`config.mk`:
```
export PLATFORM = sky130hd
export DESIGN_NAME = wb_copy_master
export DESIGN_NICKNAME = d
export VERILOG_FILES = /design/src/rtl/wb_copy_master.sv
export SDC_FILE = /design/constraint.sdc
export NUM_CORES = 1
export LEC_CHECK = 0
export ABC_CLOCK_PERIOD_IN_PS = 2500
export CORE_UTILIZATION = 49
export DETAILED_ROUTE_END_ITERATION = 16
export HOLD_SLACK_MARGIN = 0.15
export PLACE_DENSITY_LB_ADDON = 0.15
export SLEW_MARGIN = 20
export SYNTH_ARGS = -nofsm -noshare
export SYNTH_HDL_FRONTEND = slang
export SYNTH_SLANG_ARGS = --single-unit
```
`constraint.sdc`:
```
create_clock -name wb_clk_i -period 2.5 [get_ports wb_clk_i]
set_clock_uncertainty 0.1 [all_clocks]
set_input_delay 0.375 -clock wb_clk_i [delete_from_list [all_inputs] [get_ports wb_clk_i]]
set_output_delay 0.375 -clock wb_clk_i [all_outputs]
set_load 0.005 [all_outputs]
```
`src/rtl/wb_copy_master.sv`:
```
// -----------------------------------------------------------------------------
// wb_copy_master
//
// Wishbone classic-cycle initiator that copies a block of 32-bit words from a
// source address range to a destination address range on the same bus. Each
// word is moved as one read cycle followed by one write cycle. An idle gap
// cycle follows every acknowledged access, so a slave that acks on
// (valid & !ack) never sees back-to-back strobes.
//
// Optional feature macro: WB_COPY_TIMEOUT_EN
//   defined   : ack wait counter; after TIMEOUT_CYCLES strobe cycles without
//               ack the copy is aborted, err_o is set and done_o pulses.
//   undefined : the master waits for ack indefinitely and err_o is tied 0.
//
// Parameters:
//   LEN_WIDTH       width of the word-count fields
//   TIMEOUT_CYCLES  ack wait limit (only meaningful with WB_COPY_TIMEOUT_EN)
//
// Ports:
//   wb_clk_i, wb_rst_i   clock, synchronous active-high reset
//   start_i              one-cycle request, honoured only when idle
//   src_adr_i, dst_adr_i byte addresses, bits [1:0] ignored
//   len_i                number of words to copy
//   busy_o               high from the cycle after an accepted start through
//                        the done_o cycle
//   done_o               one-cycle completion pulse
//   err_o                timeout flag, held until the next accepted start
//   count_o              words fully written in the current/last copy
//   wbm_*                Wishbone master port (cyc == stb, sel = F while stb)
// -----------------------------------------------------------------------------
module wb_copy_master #(
    parameter int LEN_WIDTH      = 10,
    parameter int TIMEOUT_CYCLES = 255
) (
    input  logic                 wb_clk_i,
    input  logic                 wb_rst_i,
    input  logic                 start_i,
    input  logic [31:0]          src_adr_i,
    input  logic [31:0]          dst_adr_i,
    input  logic [LEN_WIDTH-1:0] len_i,
    output logic                 busy_o,
    output logic                 done_o,
    output logic                 err_o,
    output logic [LEN_WIDTH-1:0] count_o,
    output logic                 wbm_cyc_o,
    output logic                 wbm_stb_o,
    output logic                 wbm_we_o,
    output logic [3:0]           wbm_sel_o,
    output logic [31:0]          wbm_adr_o,
    output logic [31:0]          wbm_dat_o,
    input  logic [31:0]          wbm_dat_i,
    input  logic                 wbm_ack_i
);

    typedef enum logic [2:0] {
        IDLE = 3'd0,
        RD   = 3'd1,
        RGAP = 3'd2,
        WR   = 3'd3,
        WGAP = 3'd4,
        DONE = 3'd5
    } state_e;

    state_e                 state_q, state_d;
    logic [31:0]            srcAdr_q, srcAdr_d;
    logic [31:0]            dstAdr_q, dstAdr_d;
    logic [LEN_WIDTH-1:0]   len_q, len_d;
    logic [LEN_WIDTH-1:0]   count_q, count_d;
    logic [31:0]            data_q, data_d;
    logic                   cyc_q, cyc_d;
    logic                   we_q, we_d;
    logic [31:0]            adr_q, adr_d;
    logic                   busy_q, busy_d;
    logic                   done_q, done_d;

`ifdef WB_COPY_TIMEOUT_EN
    localparam int TW = $clog2(TIMEOUT_CYCLES + 1);

    logic                   err_q, err_d;
    logic [TW-1:0]          waitCnt_q, waitCnt_d;
    logic                   timeoutHit;

    // The last allowed strobe cycle without ack is the one where the
    // counter already holds TIMEOUT_CYCLES-1.
    assign timeoutHit = (waitCnt_q == TW'(TIMEOUT_CYCLES - 1));
`else
    logic [31:0]            unusedTimeout;
    assign unusedTimeout = TIMEOUT_CYCLES;
`endif

    // Byte-lane bits of the addresses are deliberately discarded.
    logic unusedAdrBits;
    assign unusedAdrBits = ^{src_adr_i[1:0], dst_adr_i[1:0]};

    // State register plus the registered copy of every output.
    always_ff @(posedge wb_clk_i) begin
        if (wb_rst_i) begin
            state_q   <= IDLE;
            srcAdr_q  <= '0;
            dstAdr_q  <= '0;
            len_q     <= '0;
            count_q   <= '0;
            data_q    <= '0;
            cyc_q     <= 1'b0;
            we_q      <= 1'b0;
            adr_q     <= '0;
            busy_q    <= 1'b0;
            done_q    <= 1'b0;
`ifdef WB_COPY_TIMEOUT_EN
            err_q     <= 1'b0;
            waitCnt_q <= '0;
`endif
        end else begin
            state_q   <= state_d;
            srcAdr_q  <= srcAdr_d;
            dstAdr_q  <= dstAdr_d;
            len_q     <= len_d;
            count_q   <= count_d;
            data_q    <= data_d;
            cyc_q     <= cyc_d;
            we_q      <= we_d;
            adr_q     <= adr_d;
            busy_q    <= busy_d;
            done_q    <= done_d;
`ifdef WB_COPY_TIMEOUT_EN
            err_q     <= err_d;
            waitCnt_q <= waitCnt_d;
`endif
        end
    end

    // Next-state logic. The source/destination registers hold the address of
    // the current word and advance by one word after each acknowledged write,
    // wrapping modulo 2^32.
    always_comb begin
        state_d  = state_q;
        srcAdr_d = srcAdr_q;
        dstAdr_d = dstAdr_q;
        len_d    = len_q;
        count_d  = count_q;
        data_d   = data_q;
`ifdef WB_COPY_TIMEOUT_EN
        err_d     = err_q;
        // Cleared everywhere except while waiting, so every entry into RD or
        // WR starts from zero.
        waitCnt_d = '0;
`endif

        case (state_q)
            IDLE: begin
                if (start_i) begin
                    srcAdr_d = {src_adr_i[31:2], 2'b00};
                    dstAdr_d = {dst_adr_i[31:2], 2'b00};
                    len_d    = len_i;
                    count_d  = '0;
`ifdef WB_COPY_TIMEOUT_EN
                    err_d    = 1'b0;
`endif
                    state_d  = (len_i == '0) ? DONE : RD;
                end
            end

            RD: begin
                if (wbm_ack_i) begin
                    data_d  = wbm_dat_i;
                    state_d = RGAP;
                end
`ifdef WB_COPY_TIMEOUT_EN
                else if (timeoutHit) begin
                    err_d   = 1'b1;
                    state_d = DONE;
                end else begin
                    waitCnt_d = waitCnt_q + 1'b1;
                end
`endif
            end

            RGAP: begin
                state_d = WR;
            end

            WR: begin
                if (wbm_ack_i) begin
                    count_d  = count_q + 1'b1;
                    srcAdr_d = srcAdr_q + 32'd4;
                    dstAdr_d = dstAdr_q + 32'd4;
                    state_d  = WGAP;
                end
`ifdef WB_COPY_TIMEOUT_EN
                else if (timeoutHit) begin
                    err_d   = 1'b1;
                    state_d = DONE;
                end else begin
                    waitCnt_d = waitCnt_q + 1'b1;
                end
`endif
            end

            WGAP: begin
                state_d = (count_q == len_q) ? DONE : RD;
            end

            DONE: begin
                state_d = IDLE;
            end

            default: begin
                state_d = IDLE;
            end
        endcase
    end

    // Output decode works on the next state so that the registered outputs
    // line up with the state they describe (no extra cycle of latency).
    always_comb begin
        cyc_d  = (state_d == RD) || (state_d == WR);
        we_d   = (state_d == WR);
        adr_d  = '0;
        if (state_d == RD) begin
            adr_d = srcAdr_d;
        end else if (state_d == WR) begin
            adr_d = dstAdr_d;
        end
        busy_d = (state_d != IDLE);
        done_d = (state_d == DONE);
    end

    assign wbm_cyc_o = cyc_q;
    assign wbm_stb_o = cyc_q;
    assign wbm_we_o  = we_q;
    assign wbm_sel_o = {4{cyc_q}};
    assign wbm_adr_o = adr_q;
    assign wbm_dat_o = data_q;
    assign busy_o    = busy_q;
    assign done_o    = done_q;
    assign count_o   = count_q;

`ifdef WB_COPY_TIMEOUT_EN
    assign err_o = err_q;
`else
    assign err_o = 1'b0;
`endif

endmodule

```
# ---- After elaboration in Yosys (flattened, before gate mapping)
# Index checks and enable logic that the tools add are counted.
dict set report totals {
  reg_bits 155
  inputBits 110
  out_inout_bits 84
  wordCells 49
}
dict set report classes {
  addsub 3
  eq_ne 10
  n_mux 17
  n_reduce_logical 8
}
# op count
set ops {}
lappend ops {{$mux W32} 6}
lappend ops {{$pmux W32 S2} 2}
lappend ops {{$add A32 B3 Y32 const B} 2}
lappend ops {{$mux W10} 2}
lappend ops {{$pmux W10 S2} 1}
lappend ops {{$mux W3} 5}
lappend ops {{$pmux W3 S5} 1}
lappend ops {{$add A10 B1 Y10 const B} 1}
lappend ops {{$eq A10 B10 Y1} 1}
lappend ops {{$logic_not A10 Y1} 1}
lappend ops {{$eq A3 B2 Y1 const B} 3}
lappend ops {{$eq A3 B1 Y1 const B} 2}
lappend ops {{$eq A3 B3 Y1 const B} 2}
lappend ops {{$ne A2 B2 Y1 const B} 2}
lappend ops {{$reduce_and A2 Y1} 2}
lappend ops {{$logic_not A3 Y1} 1}
lappend ops {{$reduce_and A3 Y1} 1}
lappend ops {{$reduce_bool A3 Y1} 1}
lappend ops {{$reduce_bool A2 Y1} 1}
lappend ops {{$logic_or A1 B1 Y1} 1}

# ---- Logic depth before layout (Yosys ltp)
# Gate-level depths: netlist (run 1).
dict set report depth {
  word_depth 7
  mapped_depth 9
}

# ---- Worst setup path after synthesis (run 1)
# No wires, ideal clock.
dict set report synth_path {
  path_kind {reg-to-reg}
  from {register dstAdr_q[2]}
  to {register dstAdr_q[24]}
  setup_ns 0.122
  arrival_ns 1.924
  slack_ns 0.354
  stages_incl_launch_ff 7
  path_buffers 0
  period_less_slack_ns 2.146
  cell_sequence {dfxtp_1 ha_1 nand4_2 nor4_4 and4_1 o22ai_1 a221o_1}
}
dict set report synth_via {
  elab_chain_len 3
}
# item line
set synth_lines {}
lappend synth_lines {{start: declaration} 66} ;# logic [31:0] dstAdr_q, dstAdr_d;
lappend synth_lines {{start signal: assignment} 116} ;# dstAdr_q <= dstAdr_d;
lappend synth_lines {{$add A32 B3 Y32} 186} ;# dstAdr_d = dstAdr_q + 32'd4;
lappend synth_lines {{$mux W32} 183} ;# if (wbm_ack_i) begin
lappend synth_lines {{$pmux W32 S2} 149} ;# case (state_q)
# Every way passes these cells.
# A chain may end at the register's enable or synchronous reset.

# ---- Worst setup path after layout (run 1)
dict set report layout_path {
  from {register srcAdr_q[2]}
  to {register adr_q[30], in the netlist wbm_adr_o[30]}
}
dict set report layout_via {
  elab_chain_len 4
}
# item line
set layout_lines {}
lappend layout_lines {{start: declaration} 65} ;# logic [31:0] srcAdr_q, srcAdr_d;
lappend layout_lines {{start signal: assignment} 115} ;# srcAdr_q <= srcAdr_d;
lappend layout_lines {{$add A32 B3 Y32} 185} ;# srcAdr_d = srcAdr_q + 32'd4;
lappend layout_lines {{$mux W32} 183}
lappend layout_lines {{$pmux W32 S2} 149}
lappend layout_lines {{$mux W32} 219} ;# if (state_d == RD) begin
lappend layout_lines {{end signal: assignment} 122} ;# adr_q <= adr_d;
lappend layout_lines {{end: declaration} 72} ;# logic [31:0] adr_q, adr_d;
# Every way passes these cells.

==> impl_metrics.ini, run 1 <==
[logic_synthesis]
synthFlopType = dfxtp_1
synth-seq-area-share = 0.435
yosysUniqueCellTypes = 76
synth_compound_area_frac = 0.200
synth_fa_ha_area_frac = 0.00526
synthSimpleGateAreaFrac = 0.263
syn_area_per_cell_um2 = 8.25
ys_warn_count = 0
syn_area_um2 = 7140
synth_top_family_by_area = simple AND/OR/NAND/NOR gates
synth.area.mux_share = 0.00561
synth_cells = 865
synth_edf_count = 0
async_reset_ff_frac = 0
synth_seq_cells = 155
syn_nets = 978
synthXorXnorAreaFrac = 0.0479

[layout]
final_nets = 1189
fill_cells = 1092
fin_util = 0.720
drive_above_1_share = 0.109
diodes = 0
area_growth_pct = 41.7
final_cell_mix = 187 x clkdlybuf4s50_1, 155 x dfxtp_1, 150 x nand2_1
final_area_um2 = 10100
final_common_cell = clkdlybuf4s50_1
stdcell_count = 1267

[critical_path]
cp_max_fo = 9
cp-start-kind = flip-flop
required_ps = 2690
crit_arrival_ps = 2520
end_kind = flip-flop
crit_type = flip-flop to flip-flop
rrSetupSlack_ps = 170

[power_and_ir_drop]
p_sw_mw = 1.63
power.density_nw_per_um2 = 627
p_leak_nw = 3.81
total_power_mw = 6.34
power.sequential.fraction = 0.435
internal_power_mw = 4.71
pwr-share-comb = 0.169
ir_worst_vdd_uv = 594
clkPwrFrac = 0.396
swShare = 0.257

[clock_tree]
cts_sinks = 155
cts_buffers = 17
cts_tree = yes
htreeDepth = 4
clock_latency_ps = 420
hold_buffers = 0
clockBufferDepth = 2
ctsResizeCount = 0
cts_setup_buffers = 0
clockRootBuffer = clkbuf_16
clkTransAtPathRegs_ps = 60

[timing]
final_max_slew_viol_count = 0
rsz0062_at_grt = false
slew_headroom = 0.641
hold_ws_ps = 173
fin_crit_sh = 0.930
fin_setup_tns_ps = 0
setup_viol = 0
fin_crit_ps = 2330
max_slew.worst_pin.slew_ps = 532
max_freq_ghz = 0.430
hold_viol = 0
fin_ws_ps = 174

[floorplanning]
die_h_um = 123
coreArea_um2 = 14000
start_util = 0.508
fp.dieW_um = 123
die-area_um2 = 15100
pin_count = 194
row_count = 43

[detailed_routing]
via_per_inst = 5.81
first_pass_iters = 5
drt-initial-drc-count = 621
detail_route.wirelength_um = 21700
drc_errors = 0
wl_per_cell_um = 17.1
via_count = 7365
ant_nets = 0

[place]
dp.cells = 1237
place.gp.congestion = 0.899
dpl.hpwl_um = 15300
io_buffers = 188
placed_area_um2 = 9540
dp_slack_ps = -117

[global_route]
antenna_found_initial = 0
grt_pass1_wl_um = 34300
overflow = 0
grt_pass1_vias = 6888
grt_max_degree = 43
grt_util_all_layers = 0.294

[min_path]
hold_class = input pin to flip-flop

[run_status]
status = complete, no violations

[job]
max_cap_violations = 0
[layout make-up]
cell class | count | area, µm² | share of cell area
repair buffers | 252 | 2430 | 0.241
well taps | 180 | 225 | 0.0223
inverters | 9 | 33.8 | 0.00334
clock inverters | 7 | 91.3 | 0.00903
multi-input cells | 641 | 3740 | 0.370
flip-flops and latches | 155 | 3100 | 0.307
clock buffers | 23 | 478 | 0.0473
[cells by family (layout without fill, tap and decap cells)]
family                   after synthesis  in the layout
XOR/XNOR                              39             39
other                                  1              1
buffers and inverters                 69            291
adder cells (fa/ha/maj)                3              3
flip-flops                           155            155
AND/OR/NAND/NOR                      377            377
AO/OA/AOI/OAI                        217            217
multiplexers                           4              4
[cells in the mapped netlist (4+ instances only)]
cell      count  area, µm²
a21oi_1      82        410
a221oi_1      7       61.3
a22o_1       17        149
a22oi_1       6       45.0
a31oi_1       8       50.1
a32o_1        4       40.0
and2_1        8       50.1
and3_1       11       68.8
and4_1        4       35.0
buf_1         8       30.0
buf_2        14       70.1
buf_4         8       60.1
clkbuf_1     30        113
dfxtp_1     155       3100
inv_1         9       33.8
mux2i_1       4       40.0
nand2_1     150        563
nand3_1      33        165
nand4_1      22        138
nand4_2       4       50.1
nor2_1       84        315
nor2b_1       6       37.5
nor3_1       21        105
nor4_1        4       25.0
nor4_4        5        106
o21ai_0      22        110
o21ai_1       4       20.0
o22ai_1      23        144
o311a_1       4       40.0
xnor2_1      30        263
xor2_1        9       78.8
[per-layer routing]
metal | track usage | part of all wire
met1 | 0.386 | 0.42
met5 | 0 | 0
met2 | 0.467 | 0.46
met4 | 0.0930 | 0.019
met3 | 0.0795 | 0.097
[power groups by stage]
stage	combinational, mW	sequential [mW]	clock, mW
finish	1.07	2.76	2.51
global route	1.16	2.78	2.64
CTS	1.06	2.75	2.54
detailed placement	1.05	2.80	0
global placement	1.04	2.80	0
floorplan	0.521	2.78	0
[path summary, 6_finish.rpt]
check                               endpoint  cells after the start                       start
setup reg to reg    wbm_adr_o[30]$_SDFF_PP0_                      9      srcAdr_q[2]$_SDFF_PP0_
setup / recovery    wbm_adr_o[30]$_SDFF_PP0_                      9      srcAdr_q[2]$_SDFF_PP0_
hold reg to reg   wbm_dat_o[15]$_SDFFE_PP0P_                      2  wbm_dat_o[15]$_SDFFE_PP0P_
hold / removal         len_q[6]$_SDFFE_PP0P_                      2                    wb_rst_i
[flip-flops by register name, summed over array words and instances (netlist names)]
| register | flops |
|---|---|
| wbm_we_o | 1 |
| busy_o | 1 |
| count_o | 10 |
| done_o | 1 |
| len_q | 10 |
| wbm_cyc_o | 1 |
| wbm_dat_o | 32 |
| wbm_adr_o | 32 |
| state_q | 3 |
| srcAdr_q | 32 |
| dstAdr_q | 32 |
[critical path: stages (launching register included)]
cell,delay [ps]
dfxtp_1,410
ha_1,250
nand4_2,140
buf_4,170
nor4_4,210
buf_4,210
nand4_1,130
xnor2_1,150
a21oi_1,260
o22ai_1,140
Power figures use the tool's default switching activity.
==> inputs of run 2 (changes only) <==
Settings changed: CORE_UTILIZATION 49 to 40.
==> run 2 against run 1 <==
Count of clock-buffer cells in the layout decreased by 6; largest power group unchanged; sequential power about the same; combinational power about the same.
==> impl_metrics.ini, run 2 (synthesis results as in run 1) <==
[critical_path]
worst-path-buf-inv = 1
crit_family = simple AND/OR/NAND/NOR gates
rrSetupSlack_ps = 210
crit_type = flip-flop to flip-flop
cp_max_fo = 9
end_kind = flip-flop
cp_common_cell = nand3_1
cp_slowest_cell = dfxtp_1
cp-start-kind = flip-flop
r2r-end = wbm_adr_o[10]$_SDFF_PP0_
critical_path_depth = 7
crit_start = state_q[1]$_SDFF_PP0_
slowest_delay_ps = 410
crit_end = wbm_adr_o[10]$_SDFF_PP0_
required_ps = 2690
crit_chain = nor2_1 -> nand3_1 -> nor4_1 -> a41oi_1 -> buf_4 -> nand3_1 -> o21ai_0
reg2reg_from = state_q[1]$_SDFF_PP0_
reg2regPathDepth = 7
crit_arrival_ps = 2490

[timing]
fin_crit_sh = 0.917
slew_headroom = 0.514
max_slew.worst_pin.slew_ps = 709
max_freq_ghz = 0.436
rsz0062_at_grt = false
final_max_slew_viol_count = 0
fin_crit_ps = 2290
setup_viol = 0
fin_ws_ps = 207
hold_viol = 0

[layout]
fin_util = 0.586
area_growth_pct = 42.5
final_nets = 1190
drive_above_1_share = 0.115
final_common_cell = clkdlybuf4s50_1
fill_cells = 1608
diodes = 0
final_cell_mix = 187 x clkdlybuf4s50_1, 155 x dfxtp_1, 150 x nand2_1

[power_and_ir_drop]
power.sequential.fraction = 0.433
internal_power_mw = 4.58
swShare = 0.281
p_sw_mw = 1.78
p_leak_nw = 3.81
ir_worst_vdd_uv = 532
clkPwrFrac = 0.400
power.density_nw_per_um2 = 625
total_power_mw = 6.36
pwr-share-comb = 0.167

[detailed_routing]
ant_nets = 0
wl_per_cell_um = 17.0
via_per_inst = 5.42
drt-initial-drc-count = 538
first_pass_iters = 5
drc_errors = 0
detail_route.wirelength_um = 22300
via_count = 7132

[clock_tree]
clock_latency_ps = 420
cts_sinks = 155
clockRootBuffer = clkbuf_16
clockBufferDepth = 2
cts_tree = yes
cts_setup_buffers = 0
cts_buffers = 17
htreeDepth = 4
clkTransAtPathRegs_ps = 70
hold_buffers = 0
ctsResizeCount = 0

[place]
dpl.hpwl_um = 15800
io_buffers = 188
place.gp.congestion = 0.873
dp_slack_ps = -102

[floorplanning]
die_h_um = 136
die-area_um2 = 18400
pin_count = 194
row_count = 48
coreArea_um2 = 17400
fp.dieW_um = 136
start_util = 0.411

[global_route]
grt_pass1_wl_um = 35300
overflow = 0
grt_max_degree = 44
antenna_found_initial = 0
grt_util_all_layers = 0.248
grt_pass1_vias = 6740

[min_path]
hold_class = input pin to flip-flop

[run_status]
status = complete, no violations

[job]
max_cap_violations = 0
[run 2: cell count changes in the layout (fill, tap and decap cells not counted), sizes merged]
| cell | before | now |
|---|---|---|
| inv | 9 | 16 |
| bufinv | 2 | 1 |
| buf | 65 | 66 |
| clkinv | 4 | 3 |
| clkinvlp | 1 | 4 |
| clkbuf | 23 | 17 |
[run 2: per-stage QoR]
stage / cells / setup TNS, ps / hold WS [ps] / cell area, µm²
2_1_floorplan: 865 / 0 / 329 / 7140
3_3_place_gp: 1283 / -1100 / 341 / 9590
3_5_place_dp: 1283 / -1470 / 345 / 9590
4_1_cts: 1315 / 0 / 303 / 10200
5_1_grt: 1315 / 0 / 328 / 10200
6_report: 1315 / 0 / 319 / 10200
[run 2: worst min-delay path: stages]
cell and delay (ps):
buf_4 100, buf_4 260, a21oi_1 60
[run 2: final cells by class]
class / count / area, µm² / share of cell area
clock buffer: 17 / 425 / 0.0418
clock inverter: 15 / 155 / 0.0153
inverter: 9 / 33.8 / 0.00332
multi-input combinational: 641 / 3740 / 0.368
sequential: 155 / 3100 / 0.305
tap: 225 / 282 / 0.0277
timing repair buffer: 253 / 2430 / 0.239
[run 2: per-layer routing]
metal	routed length, µm	track usage	up-vias
met5	0	0	-
met1	10100	0.331	3292
met4	382	0.0805	0
met2	10100	0.388	286
li1	-	-	3523
met3	1750	0.0629	31
[run 2: worst min path at each step]
stage,depth (start not counted),to,startpoint
6_report,3,wbm_dat_o[12]$_SDFFE_PP0P_,wb_rst_i
4_1_cts,3,wbm_dat_o[12]$_SDFFE_PP0P_,wb_rst_i
3_3_place_gp,2,wbm_dat_o[18]$_SDFFE_PP0P_,wbm_dat_o[18]$_SDFFE_PP0P_
3_5_place_dp,2,wbm_dat_o[10]$_SDFFE_PP0P_,wbm_dat_o[10]$_SDFFE_PP0P_
2_1_floorplan,1,srcAdr_q[0]$_SDFF_PP0_,srcAdr_q[0]$_SDFF_PP0_
5_1_grt,3,wbm_dat_o[14]$_SDFFE_PP0P_,wb_rst_i
[run 2: power by group through the flow]
stage | clock, mW | combinational [mW] | sequential (mW)
floorplan | 0 | 0.521 | 2.78
global placement | 0 | 1.05 | 2.80
detailed placement | 0 | 1.05 | 2.81
CTS | 2.58 | 1.06 | 2.75
global route | 2.70 | 1.16 | 2.77
finish | 2.54 | 1.06 | 2.75
==> inputs of run 3 (changes only) <==
==> constraint.sdc (replaced) <==
create_clock -name wb_clk_i -period 2.5 [get_ports wb_clk_i]
set_clock_uncertainty 0.1 [all_clocks]
set_input_delay 0.75 -clock wb_clk_i [delete_from_list [all_inputs] [get_ports wb_clk_i]]
set_output_delay 0.75 -clock wb_clk_i [all_outputs]
set_load 0.005 [all_outputs]
==> run 3 against run 2 <==
Global-route usage is essentially flat; count of clock-buffer cells in the layout grew 2; die area is the same; total power grew 2.5%; hold slack gained 33 ps; non-clock buffer count grew 20; register-to-register slack is essentially flat; clock power grew 2%; final cell count grew 1.5%; critical path depth shrank 1; maximum frequency shrank 5.9%.
==> impl_metrics.ini, run 3 (synthesis results as in run 1) <==
[detailed_routing]
ant_nets = 0
drc_errors = 0
detail_route.wirelength_um = 23200
first_pass_iters = 5
wl_per_cell_um = 17.3
via_per_inst = 5.46
via_count = 7294
drt-initial-drc-count = 523

[timing]
final_max_slew_viol_count = 0
slew_headroom = 0.649
setup_viol = 0
hold_viol = 0
fin_setup_tns_ps = 0
max_slew.worst_pin.slew_ps = 520
fin_crit_ps = 2440
fin_crit_sh = 0.975
max_freq_ghz = 0.410
hold_ws_ps = 352
rsz0062_at_grt = false

[power_and_ir_drop]
internal_power_mw = 4.75
ir_worst_vdd_uv = 528
swShare = 0.272
total_power_mw = 6.52
power.sequential.fraction = 0.423
pwr-share-comb = 0.181
power.density_nw_per_um2 = 620
clkPwrFrac = 0.396
p_leak_nw = 3.99
p_sw_mw = 1.77

[clock_tree]
htreeDepth = 4
cts_buffers = 17
clock_latency_ps = 420
clockBufferDepth = 2
hold_buffers = 0
clockRootBuffer = clkbuf_16
cts_tree = yes
cts_sinks = 155
clkTransAtPathRegs_ps = 60

[min_path]
hold_class = flip-flop to flip-flop
worstHoldPathCells = 2

[layout]
final_common_cell = clkdlybuf4s50_1
diodes = 0
stdcell_count = 1335
final_nets = 1210
area_growth_pct = 47.4
final_cell_mix = 185 x clkdlybuf4s50_1, 155 x dfxtp_1, 150 x nand2_1
drive_above_1_share = 0.141
fin_util = 0.606

[floorplanning]
coreArea_um2 = 17400
row_count = 48
die-area_um2 = 18400
pin_count = 194
start_util = 0.411
die_h_um = 136
fp.dieW_um = 136

[job]
max_cap_violations = 0

[global_route]
antenna_found_initial = 0
grt_max_degree = 46
grt_pass1_wl_um = 35100
grt_pass1_vias = 6741
overflow = 0
grt_util_all_layers = 0.248

[critical_path]
cp-start-kind = input pin
required_ps = 2700
crit_arrival_ps = 2640
end_kind = flip-flop
crit_type = input pin to flip-flop
reg2regPathDepth = 7
cp_max_fo = 11

[place]
place.gp.congestion = 0.866
dp.cells = 1298
io_buffers = 188
dpl.hpwl_um = 16000

[run_status]
status = complete, no violations
run 3: final cells by class:
cell class,instances,area [µm²]
clock buffer,19,443
multi-input combinational,641,3830
tap,225,282
timing repair buffer,273,2690
fill,1582,6840
sequential,155,3100
inverter,9,33.8
clock inverter,13,143
run 3: power groups by stage:
stage	clock network, mW	registers (mW)	logic (mW)
detailed placement	0	2.81	1.09
global placement	0	2.80	1.09
floorplan	0	2.78	0.521
finish	2.58	2.76	1.18
global route	2.72	2.78	1.26
CTS	2.61	2.75	1.11
run 3: worst paths after layout:
check	to	from	slack, ps
worst max-delay path	wbm_cyc_o$_SDFF_PP0_	len_i[9]	60
worst min-delay path	wbm_dat_o[21]$_SDFFE_PP0P_	wbm_dat_o[21]$_SDFFE_PP0P_	350
worst max register to register	wbm_adr_o[13]$_SDFF_PP0_	state_q[1]$_SDFF_PP0_	220
worst min register to register	wbm_dat_o[21]$_SDFFE_PP0P_	wbm_dat_o[21]$_SDFFE_PP0P_	350
run 3: metal layers:
layer,GRT usage,share of wire
met1,0.325,0.44
met2,0.396,0.46
met3,0.0625,0.084
met4,0.0799,0.017
met5,0,0
run 3: timing repair:
item,CTS,global route
gates cloned,0,3
gates resized for setup,3,19
pin swaps,1,3
setup endpoints to repair,6,42
buffers inserted,0,2
run 3: worst max-delay path, stage by stage:
cell	delay [ps]
clkdlybuf4s50_1	430
or4_1	540
nor4_1	240
a41oi_1	160
buf_4	290
and3_1	220
run 3: metrics by stage:
| step | cell area (µm²) | setup WS (ps) |
|---|---|---|
| final | 10500 | 62.1 |
| after global routing | 10500 | 26.3 |
| after CTS | 10300 | -4.77 |
| after detailed placement | 9740 | -564 |
| after global placement | 9740 | -481 |
| after floorplan | 7140 | 178 |
